File: src/rtl/pipe_hazard_ctrl_pkg.sv
// Shared encodings for the pipeline hazard controller and its forwarding unit.
// The load MemToReg encoding is also used by the decode control unit.
package pipe_pkg;

    typedef enum logic [1:0] {
        RUN      = 2'd0,
        MEM_WAIT = 2'd1,
        ERROR    = 2'd2
    } hz_state_t;

    localparam logic [1:0] FWD_RF = 2'b00;
    localparam logic [1:0] FWD_W  = 2'b01;
    localparam logic [1:0] FWD_M  = 2'b10;

    localparam logic [1:0] MEMTOREG_LOAD = 2'b01;

    // The M stage holds the younger result, so it wins over W. $0 is never forwarded.
    function automatic logic [1:0] fwd_sel(
        input logic [4:0] src,
        input logic       wr_m,
        input logic [4:0] dst_m,
        input logic       wr_w,
        input logic [4:0] dst_w
    );
        logic [1:0] sel;
        sel = FWD_RF;
        if (wr_m && (dst_m != 5'd0) && (dst_m == src)) begin
            sel = FWD_M;
        end else if (wr_w && (dst_w != 5'd0) && (dst_w == src)) begin
            sel = FWD_W;
        end
        return sel;
    endfunction

endpackage

File: src/rtl/pipe_hazard_ctrl_forward_unit.sv
// EX-stage operand forwarding selects for rs and rt; purely combinational.
module forward_unit
    import pipe_pkg::*;
(
    input  logic [4:0] rs_E,
    input  logic [4:0] rt_E,
    input  logic [4:0] WriteReg_M,
    input  logic [4:0] WriteReg_W,
    input  logic       RegWrite_M,
    input  logic       RegWrite_W,
    output logic [1:0] ForwardA_E,
    output logic [1:0] ForwardB_E
);

    always_comb begin
        ForwardA_E = fwd_sel(rs_E, RegWrite_M, WriteReg_M, RegWrite_W, WriteReg_W);
        ForwardB_E = fwd_sel(rt_E, RegWrite_M, WriteReg_M, RegWrite_W, WriteReg_W);
    end

endmodule

File: src/rtl/pipe_hazard_ctrl.sv
// Central hazard controller: memory-wait FSM with timeout, load-use stall,
// control flush, forwarding selects and a saturating stall-cycle counter.
module pipe_hazard_ctrl
    import pipe_pkg::*;
#(
    parameter int         MEM_TIMEOUT = 15,
    parameter logic [1:0] LOAD_SEL    = MEMTOREG_LOAD,
    parameter int         CNT_W       = 16
) (
    input  logic             clk,
    input  logic             reset,
    input  logic [4:0]       rs_D,
    input  logic [4:0]       rt_D,
    input  logic [4:0]       rs_E,
    input  logic [4:0]       rt_E,
    input  logic [4:0]       WriteReg_E,
    input  logic [4:0]       WriteReg_M,
    input  logic [4:0]       WriteReg_W,
    input  logic             RegWrite_E,
    input  logic             RegWrite_M,
    input  logic             RegWrite_W,
    input  logic [1:0]       MemToReg_E,
    input  logic             BranchTaken_D,
    input  logic             Jump_D,
    input  logic             MemReq_M,
    input  logic             MemReady,
    output logic             Stall_F,
    output logic             Stall_D,
    output logic             Stall_E,
    output logic             Stall_M,
    output logic             Flush_D,
    output logic             Flush_E,
    output logic [1:0]       ForwardA_E,
    output logic [1:0]       ForwardB_E,
    output logic             MemErr,
    output logic [CNT_W-1:0] StallCycles,
    output logic [1:0]       o_dbg_state
);

    localparam int WAIT_W = $clog2(MEM_TIMEOUT + 1);

    hz_state_t         r_state;
    hz_state_t         w_next_state;
    logic [WAIT_W-1:0] r_wait_cnt;
    logic [WAIT_W-1:0] w_next_wait;
    logic              r_mem_err;
    logic [CNT_W-1:0]  r_stall_cycles;
    logic              w_mem_stall;
    logic              w_load_use;
    logic [1:0]        w_fwd_a;
    logic [1:0]        w_fwd_b;

    forward_unit u_forward_unit (
        .rs_E       (rs_E),
        .rt_E       (rt_E),
        .WriteReg_M (WriteReg_M),
        .WriteReg_W (WriteReg_W),
        .RegWrite_M (RegWrite_M),
        .RegWrite_W (RegWrite_W),
        .ForwardA_E (w_fwd_a),
        .ForwardB_E (w_fwd_b)
    );

    // The first miss cycle stalls straight from RUN so there is no one-cycle lag.
    always_comb begin
        w_mem_stall = (r_state != RUN) || (MemReq_M && !MemReady);
        w_load_use  = RegWrite_E && (MemToReg_E == LOAD_SEL) && (WriteReg_E != 5'd0)
                      && ((WriteReg_E == rs_D) || (WriteReg_E == rt_D));
    end

    always_comb begin
        Stall_F    = 1'b0;
        Stall_D    = 1'b0;
        Stall_E    = 1'b0;
        Stall_M    = 1'b0;
        Flush_D    = 1'b0;
        Flush_E    = 1'b0;
        ForwardA_E = FWD_RF;
        ForwardB_E = FWD_RF;
        if (!reset) begin
            ForwardA_E = w_fwd_a;
            ForwardB_E = w_fwd_b;
            if (w_mem_stall) begin
                Stall_F = 1'b1;
                Stall_D = 1'b1;
                Stall_E = 1'b1;
                Stall_M = 1'b1;
            end else if (w_load_use) begin
                Stall_F = 1'b1;
                Stall_D = 1'b1;
                Flush_E = 1'b1;
            end else if (BranchTaken_D || Jump_D) begin
                Flush_D = 1'b1;
            end
        end
    end

    always_comb begin
        w_next_state = r_state;
        w_next_wait  = r_wait_cnt;
        case (r_state)
            RUN: begin
                if (MemReq_M && !MemReady) begin
                    w_next_state = MEM_WAIT;
                    w_next_wait  = WAIT_W'(1);
                end
            end
            MEM_WAIT: begin
                if (MemReady) begin
                    w_next_state = RUN;
                    w_next_wait  = '0;
                end else if (r_wait_cnt == WAIT_W'(MEM_TIMEOUT)) begin
                    w_next_state = ERROR;
                end else begin
                    w_next_wait = r_wait_cnt + 1'b1;
                end
            end
            ERROR: begin
                w_next_state = ERROR;
            end
            default: begin
                w_next_state = RUN;
                w_next_wait  = '0;
            end
        endcase
    end

    always_ff @(posedge clk or posedge reset) begin
        if (reset) begin
            r_state        <= RUN;
            r_wait_cnt     <= '0;
            r_mem_err      <= 1'b0;
            r_stall_cycles <= '0;
        end else begin
            r_state    <= w_next_state;
            r_wait_cnt <= w_next_wait;
            r_mem_err  <= r_mem_err || (w_next_state == ERROR);
            if (Stall_F && (r_stall_cycles != {CNT_W{1'b1}})) begin
                r_stall_cycles <= r_stall_cycles + 1'b1;
            end
        end
    end

    assign MemErr      = r_mem_err;
    assign StallCycles = r_stall_cycles;
    assign o_dbg_state = r_state;

endmodule

File: config.mk
export PLATFORM = sky130hd
export DESIGN_NAME = pipe_hazard_ctrl
export DESIGN_NICKNAME = d
export VERILOG_FILES = /design/src/rtl/pipe_hazard_ctrl_pkg.sv /design/src/rtl/pipe_hazard_ctrl_forward_unit.sv /design/src/rtl/pipe_hazard_ctrl.sv
export SDC_FILE = /design/constraint.sdc
export NUM_CORES = 1
export LEC_CHECK = 0
export ABC_AREA = 1
export BUFFER_PORTS_ARGS = -buffer_cell sky130_fd_sc_hd__buf_2
export CAP_MARGIN = 20
export CELL_PAD_IN_SITES_DETAIL_PLACEMENT = 1
export CELL_PAD_IN_SITES_GLOBAL_PLACEMENT = 1
export CORE_UTILIZATION = 31
export CTS_BUF_LIST = sky130_fd_sc_hd__clkbuf_4 sky130_fd_sc_hd__clkbuf_8
export CTS_CLUSTER_DIAMETER = 30
export DETAILED_ROUTE_END_ITERATION = 8
export MAX_ROUTING_LAYER = met4
export PLACE_DENSITY_LB_ADDON = 0.1
export SLEW_MARGIN = 40
export SYNTH_ARGS = -nofsm -noshare
export SYNTH_HDL_FRONTEND = slang
export SYNTH_SLANG_ARGS = --single-unit
File: constraint.sdc
create_clock -name clk -period 2.1 [get_ports clk]
set_clock_uncertainty 0.1 [all_clocks]
set_input_delay 0.42 -clock clk [delete_from_list [all_inputs] [get_ports clk]]
set_output_delay 0.42 -clock clk [all_outputs]
set_load 0.02 [all_outputs]
Word-level counts from Yosys, hierarchy flattened
Cells that the tools add are included.

word-level totals
  register bits = 23
  input bits = 46
  output and inout bits = 29
  logic and storage cells = 68

cells by class
  add/subtract/negate cells = 2
  eq/ne operators = 14
  multiplexer cells = 25
  bitwise gates (word level) = 1
  reductions and logical operators = 22

operators by type and width
  operator                                                               count
  5-bit equality test                                                    6
  16-bit by 1-bit adder with 16-bit output, second input constant        1
  16-bit inequality test, second input constant                          1
  5-bit nonzero test                                                     3
  2-bit two-way mux                                                      7
  1-bit two-way mux                                                      13
  4-bit two-way mux                                                      3
  4-bit case mux with 3 select lines                                     1
  1-bit logical AND                                                      11
  2-bit case mux with 3 select lines                                     1
  4-bit by 1-bit adder with 4-bit output, second input constant          1
  2-bit by 1-bit equality test with 1-bit output, second input constant  2
  2-bit equality test, second input constant                             2
  4-bit equality test, second input constant                             1
  1-bit logical OR                                                       4
  3-bit inequality test, second input constant                           1
  3-bit AND reduction                                                    1
  2-bit logical NOT                                                      1
  2-bit inequality test, second input constant                           1
  2-bit nonzero test                                                     1
  1-bit logical NOT                                                      1
  1-bit NOT                                                              1

Depth between registers and ports, before layout
  depth after elaboration = 8
  depth in mapped cells = 12

By module
From an unflattened synthesis, not the netlist that was laid out.

unflattened totals
  cells, all modules = 323
  area total of the unflattened synthesis = 2003.2 µm²

by module, submodules not included
  module            instances  cells each  area each (µm²)
  pipe_hazard_ctrl  1          242         1640.3
  forward_unit      1          81          362.8

Worst setup path after synthesis
No wires, ideal clock.

  path kind = input port to output port
  from = input port reset
  to = output port Stall_F
  arrival time = 1.709 ns
  required time = 1.580 ns
  setup slack = -0.129 ns
  cell stages on the path = 5
  buffers on the path = 2
  path through = inv_1 nand3_1 nand2_2 clkbuf_8 buf_4

on the way
  longest elaborated chain between the ends = 1

ends and longest elaborated chain
  what               RTL line                text
  from (decl)        pipe_hazard_ctrl.sv:11  input logic reset,
  1-bit two-way mux  -
  to (decl)          pipe_hazard_ctrl.sv:27  output logic Stall_F,

Every way passes these cells.

Worst setup path in the final report
  from = input port WriteReg_W[3]
  to = output port ForwardB_E[0]

on the way
  longest elaborated chain between the ends = 6
  elaborated cells between the ends (all ways) = 7

ends and longest elaborated chain
  what                   RTL line                    text
  from (decl)            pipe_hazard_ctrl.sv:18      input logic [4:0] WriteReg_W,
  5-bit nonzero test     pipe_hazard_ctrl_pkg.sv:29  end else if (wr_w && (dst_w != 5'd0) && (dst_w == src)) begin
  1-bit logical AND      pipe_hazard_ctrl_pkg.sv:29
  1-bit logical AND (*)  pipe_hazard_ctrl_pkg.sv:29
  1-bit two-way mux (*)  pipe_hazard_ctrl_pkg.sv:29
  2-bit two-way mux (*)  pipe_hazard_ctrl_pkg.sv:27  if (wr_m && (dst_m != 5'd0) && (dst_m == src)) begin
  2-bit two-way mux (*)  pipe_hazard_ctrl.sv:80      if (!reset) begin
  to (decl)              pipe_hazard_ctrl.sv:34      output logic [1:0] ForwardB_E,

Mark *: on every way between the ends. The rest lies on a longest branch, timed or not.

==> parameters.txt <==
Parameter                              Value

Power
  Net switching power figure ... 549 uW
  PwrDens ... 558 nW/um^2
  Clk network pwr share ... 21.5%
  Switching Share ... 39.9%
  Max rail drop VDD ... 323 uV
  Leakage power summed over all cells ... 0.00140 uW
  Power share of the sequential group ... 42.7%
  Total internal power ... 826 uW
  Part of the power in combinational logic ... 35.8%

Layout
  Post-layout utilization of the core ... 41.7%
  Most frequent standard cell in the layout excluding fill and tap cells ... sky130_fd_sc_hd__nand2_1
  Number of cells in the finished layout apart from fillers ... 452
  Filler Cells Inserted ... 817
  Layout cells sized above 1 ... 27.3%
  Nets ... 426
  Count of antenna diodes in the layout ... 0
  Synth-to-Final Area Change ... 28.9%
  Commonest non-fill, non-tap cells in the layout ... sky130_fd_sc_hd__nand2_1, sky130_fd_sc_hd__buf_2, sky130_fd_sc_hd__inv_1

Floorplanning
  Cell Rows ... 28
  Die width ... 80.6 um
  Initial standard-cell utilization of the core ... 32.3%
  Number of top-level pins ... 75
  Die boundary height ... 80.6 um
  Area of the core ... 5920 um^2
  Full die area ... 6490 um^2

Placed design
  Placer Congestion ... 0.773
  Number of buffer cells added on primary ports ... 74
  Total half-perimeter wirelength after legalization and detailed placement ... 4660 um
  Dpl ws ... 90.0 ps
  Number of cells after detailed placement ... 447

Global routing
  Maximum number of pins on one net before global-route repair ... 24
  Number of antenna violations at the first check in global routing ... 0
  Number of global-route vias before repair ... 2,058
  GRT Util Overall ... 19.1%
  Total grt overflow ... 0
  Global-route wire length before repair ... 9360 um

Logic synthesis
  Share of Yosys cell area claimed by the top area cell type ... 30.1%
  Share of the yosys chip area belonging to registers ... 30.1%
  Syn_nets ... 344
  Area leader, netlist ... sky130_fd_sc_hd__dfrtp_1
  Top cells by area, synth ... sky130_fd_sc_hd__dfrtp_1, sky130_fd_sc_hd__nand2_1, sky130_fd_sc_hd__inv_1, sky130_fd_sc_hd__nand3_1, sky130_fd_sc_hd__nor2_1
  Post-synth design cell area ... 1910 um^2
  Warnings from Yosys ... 0
  Syn avg cell area ... 6.46 um^2
  Post-synthesis cell type count ... 29
  Number of standard cells after synthesis ... 296
  Yosys reg bits ... 23

Routing
  Number of detailed-route iterations in the first pass ... 4
  Post-DRT Antenna Nets ... 0
  Wirelength per Cell ... 12.5 um
  Detailed-route via count ... 2,078
  Average vias per placed instance ... 4.60
  Number of DRC markers after the initial detailed-route iteration ... 111
  Total length of routed wires ... 5660 um
  Residual DRC count ... 0

CTS
  Max clock buf depth ... 2
  Clock tree from TritonCTS ... done
  H-tree depth ... 1
  Worst-skew pair later-pin latency ... 270 ps
  Reg clk slew, reported paths ... 90 ps
  Number of CTS-inserted buffers ... 3
  Root cell of the clock tree ... sky130_fd_sc_hd__clkbuf_8
  Clk sinks ... 23

Critical path
  Arrival time worst endpoint ... 1480 ps
  CP startpoint kind ... primary input
  Crit. End Element ... output pin
  Worst endpoint required time ... 1580 ps
  Largest fanout on the critical path ... 4
  Crit Path Class ... primary input to output pin

STA
  Pins over their slew limit ... 0
  Peak Freq ... 500 MHz
  Rel. slew slack ... 69.4%
  Final clock period utilization by the worst path ... 95.3%
  Number of hold-slack violations in the final timing report ... 0
  RSZ-0062 raised after global routing ... yes
  Worst-Margin Slew ... 455 ps
  Worst Slack Setup Final ... 98.8 ps
  Final count of negative-setup-slack endpoints ... 0
  Clock period minus final worst setup slack ... 2000 ps

Run
  Count of maximum capacitance violations ... 0

Min path
  Classification of the worst-slack hold path ... primary input to asynchronous set/reset pin

Status
  Run status ... completed
==> state kept, by name (all words and copies together), names as in the netlist <==
register,flops
o_dbg_state,2
StallCycles,16
r_wait_cnt,4
MemErr,1
==> routing by layer <==
metal / up-vias / wire length (um) / share of wire (%) / track usage [%]
met5: - / 0 / 0 / -
met4: 0 / 22 / 0.39 / 3.39
met3: 2 / 160 / 2.8 / 2.73
met2: 31 / 2920 / 52 / 33.3
met1: 966 / 2550 / 45 / 23.6
li1: 1079 / - / - / -
==> stage by stage <==
step | TNS, ps | hold slack, ps | instance area (um^2) | total power [uW]
final | 0 | 187 | 2470 | 1380
after global routing | -55.7 | 233 | 2470 | 1480
after CTS | 0 | 196 | 2440 | 1390
after detailed placement | 0 | 362 | 2390 | 1090
after global placement | 0 | 355 | 2390 | 1070
after floorplan | 0 | 200 | 1920 | 893
==> worst paths after layout <==
| check | start | endpoint | slack [ps] | depth (start not counted) |
|---|---|---|---|---|
| hold / removal | reset | r_wait_cnt[2]$_DFFE_PP0P_ | 190 | 3 |
| setup / recovery | WriteReg_W[3] | ForwardB_E[0] | 100 | 8 |
| hold reg to reg | MemErr$_DFF_PP0_ | MemErr$_DFF_PP0_ | 380 | 1 |
| setup reg to reg | StallCycles[0]$_DFFE_PP0P_ | StallCycles[5]$_DFFE_PP0P_ | 210 | 12 |
| min in group clk | MemReady | o_dbg_state[0]$_DFF_PP0_ | 280 | 2 |
| max in group asynchronous | reset | StallCycles[8]$_DFFE_PP0P_ | 1480 | 3 |
==> worst max-delay path, cell delays in order <==
cell and delay, ps:
sky130_fd_sc_hd__buf_2 120, sky130_fd_sc_hd__inv_1 100, sky130_fd_sc_hd__or2_2 110, sky130_fd_sc_hd__nand3_1 100, sky130_fd_sc_hd__nor4_2 230, sky130_fd_sc_hd__nand3_1 120
sky130_fd_sc_hd__nor2_1 110, sky130_fd_sc_hd__buf_2 170
==> final cells by class <==
cell class | instances | area, um^2 | area share (%)
multi-input cells | 220 | 1140 | 46.1
flip-flops and latches | 23 | 576 | 23.3
repair buffers | 81 | 423 | 17.1
inverters | 49 | 190 | 7.71
well taps | 75 | 93.8 | 3.81
clock buffers | 3 | 41.3 | 1.67
clock inverters | 1 | 5.00 | 0.203
==> cells by family (layout without fill, tap and decap cells) <==
family / Yosys count / count (layout) / share of synthesized area [%]
xor+xnor: 25 / 25 / 11.4
simple gates: 181 / 181 / 41.5
fa+ha+maj: 2 / 2 / 1.31
compound gates: 12 / 12 / 3.79
flops: 23 / 23 / 30.1
buf+inv: 53 / 134 / 11.8
==> cell usage after synthesis (all sizes together) <==
| library cell | number |
|---|---|
| dfrtp | 23 |
| a31oi | 1 |
| nand3b | 1 |
| nand3 | 32 |
| or2 | 4 |
| nor4 | 3 |
| o21ai | 4 |
| nor2 | 41 |
| buf | 3 |
| inv | 49 |
| nand2 | 89 |
| o41ai | 1 |
| ha | 2 |
| nand4 | 5 |
| clkbuf | 1 |
| a211oi | 1 |
| o31ai | 1 |
| o211ai | 1 |
| nor3 | 6 |
| a21oi | 3 |
| xnor2 | 12 |
| xor2 | 13 |
==> power by group through the flow <==
| stage | Clock (uW) | Sequential, uW | Combinational (uW) |
|---|---|---|---|
| floorplan | 0 | 636 | 258 |
| global placement | 0 | 594 | 474 |
| detailed placement | 0 | 598 | 488 |
| CTS | 307 | 590 | 492 |
| global route | 324 | 602 | 557 |
| finish | 295 | 587 | 492 |
==> repair_timing <==
action / CTS / global route
hold buffers: 0 / 0
pin swaps: 0 / 1
setup endpoints to repair: 3 / 6
resized for setup: 2 / 3
cloned: 0 / 0
buffers inserted: 0 / 1
Note: power is estimated with default switching activity, not from simulation.
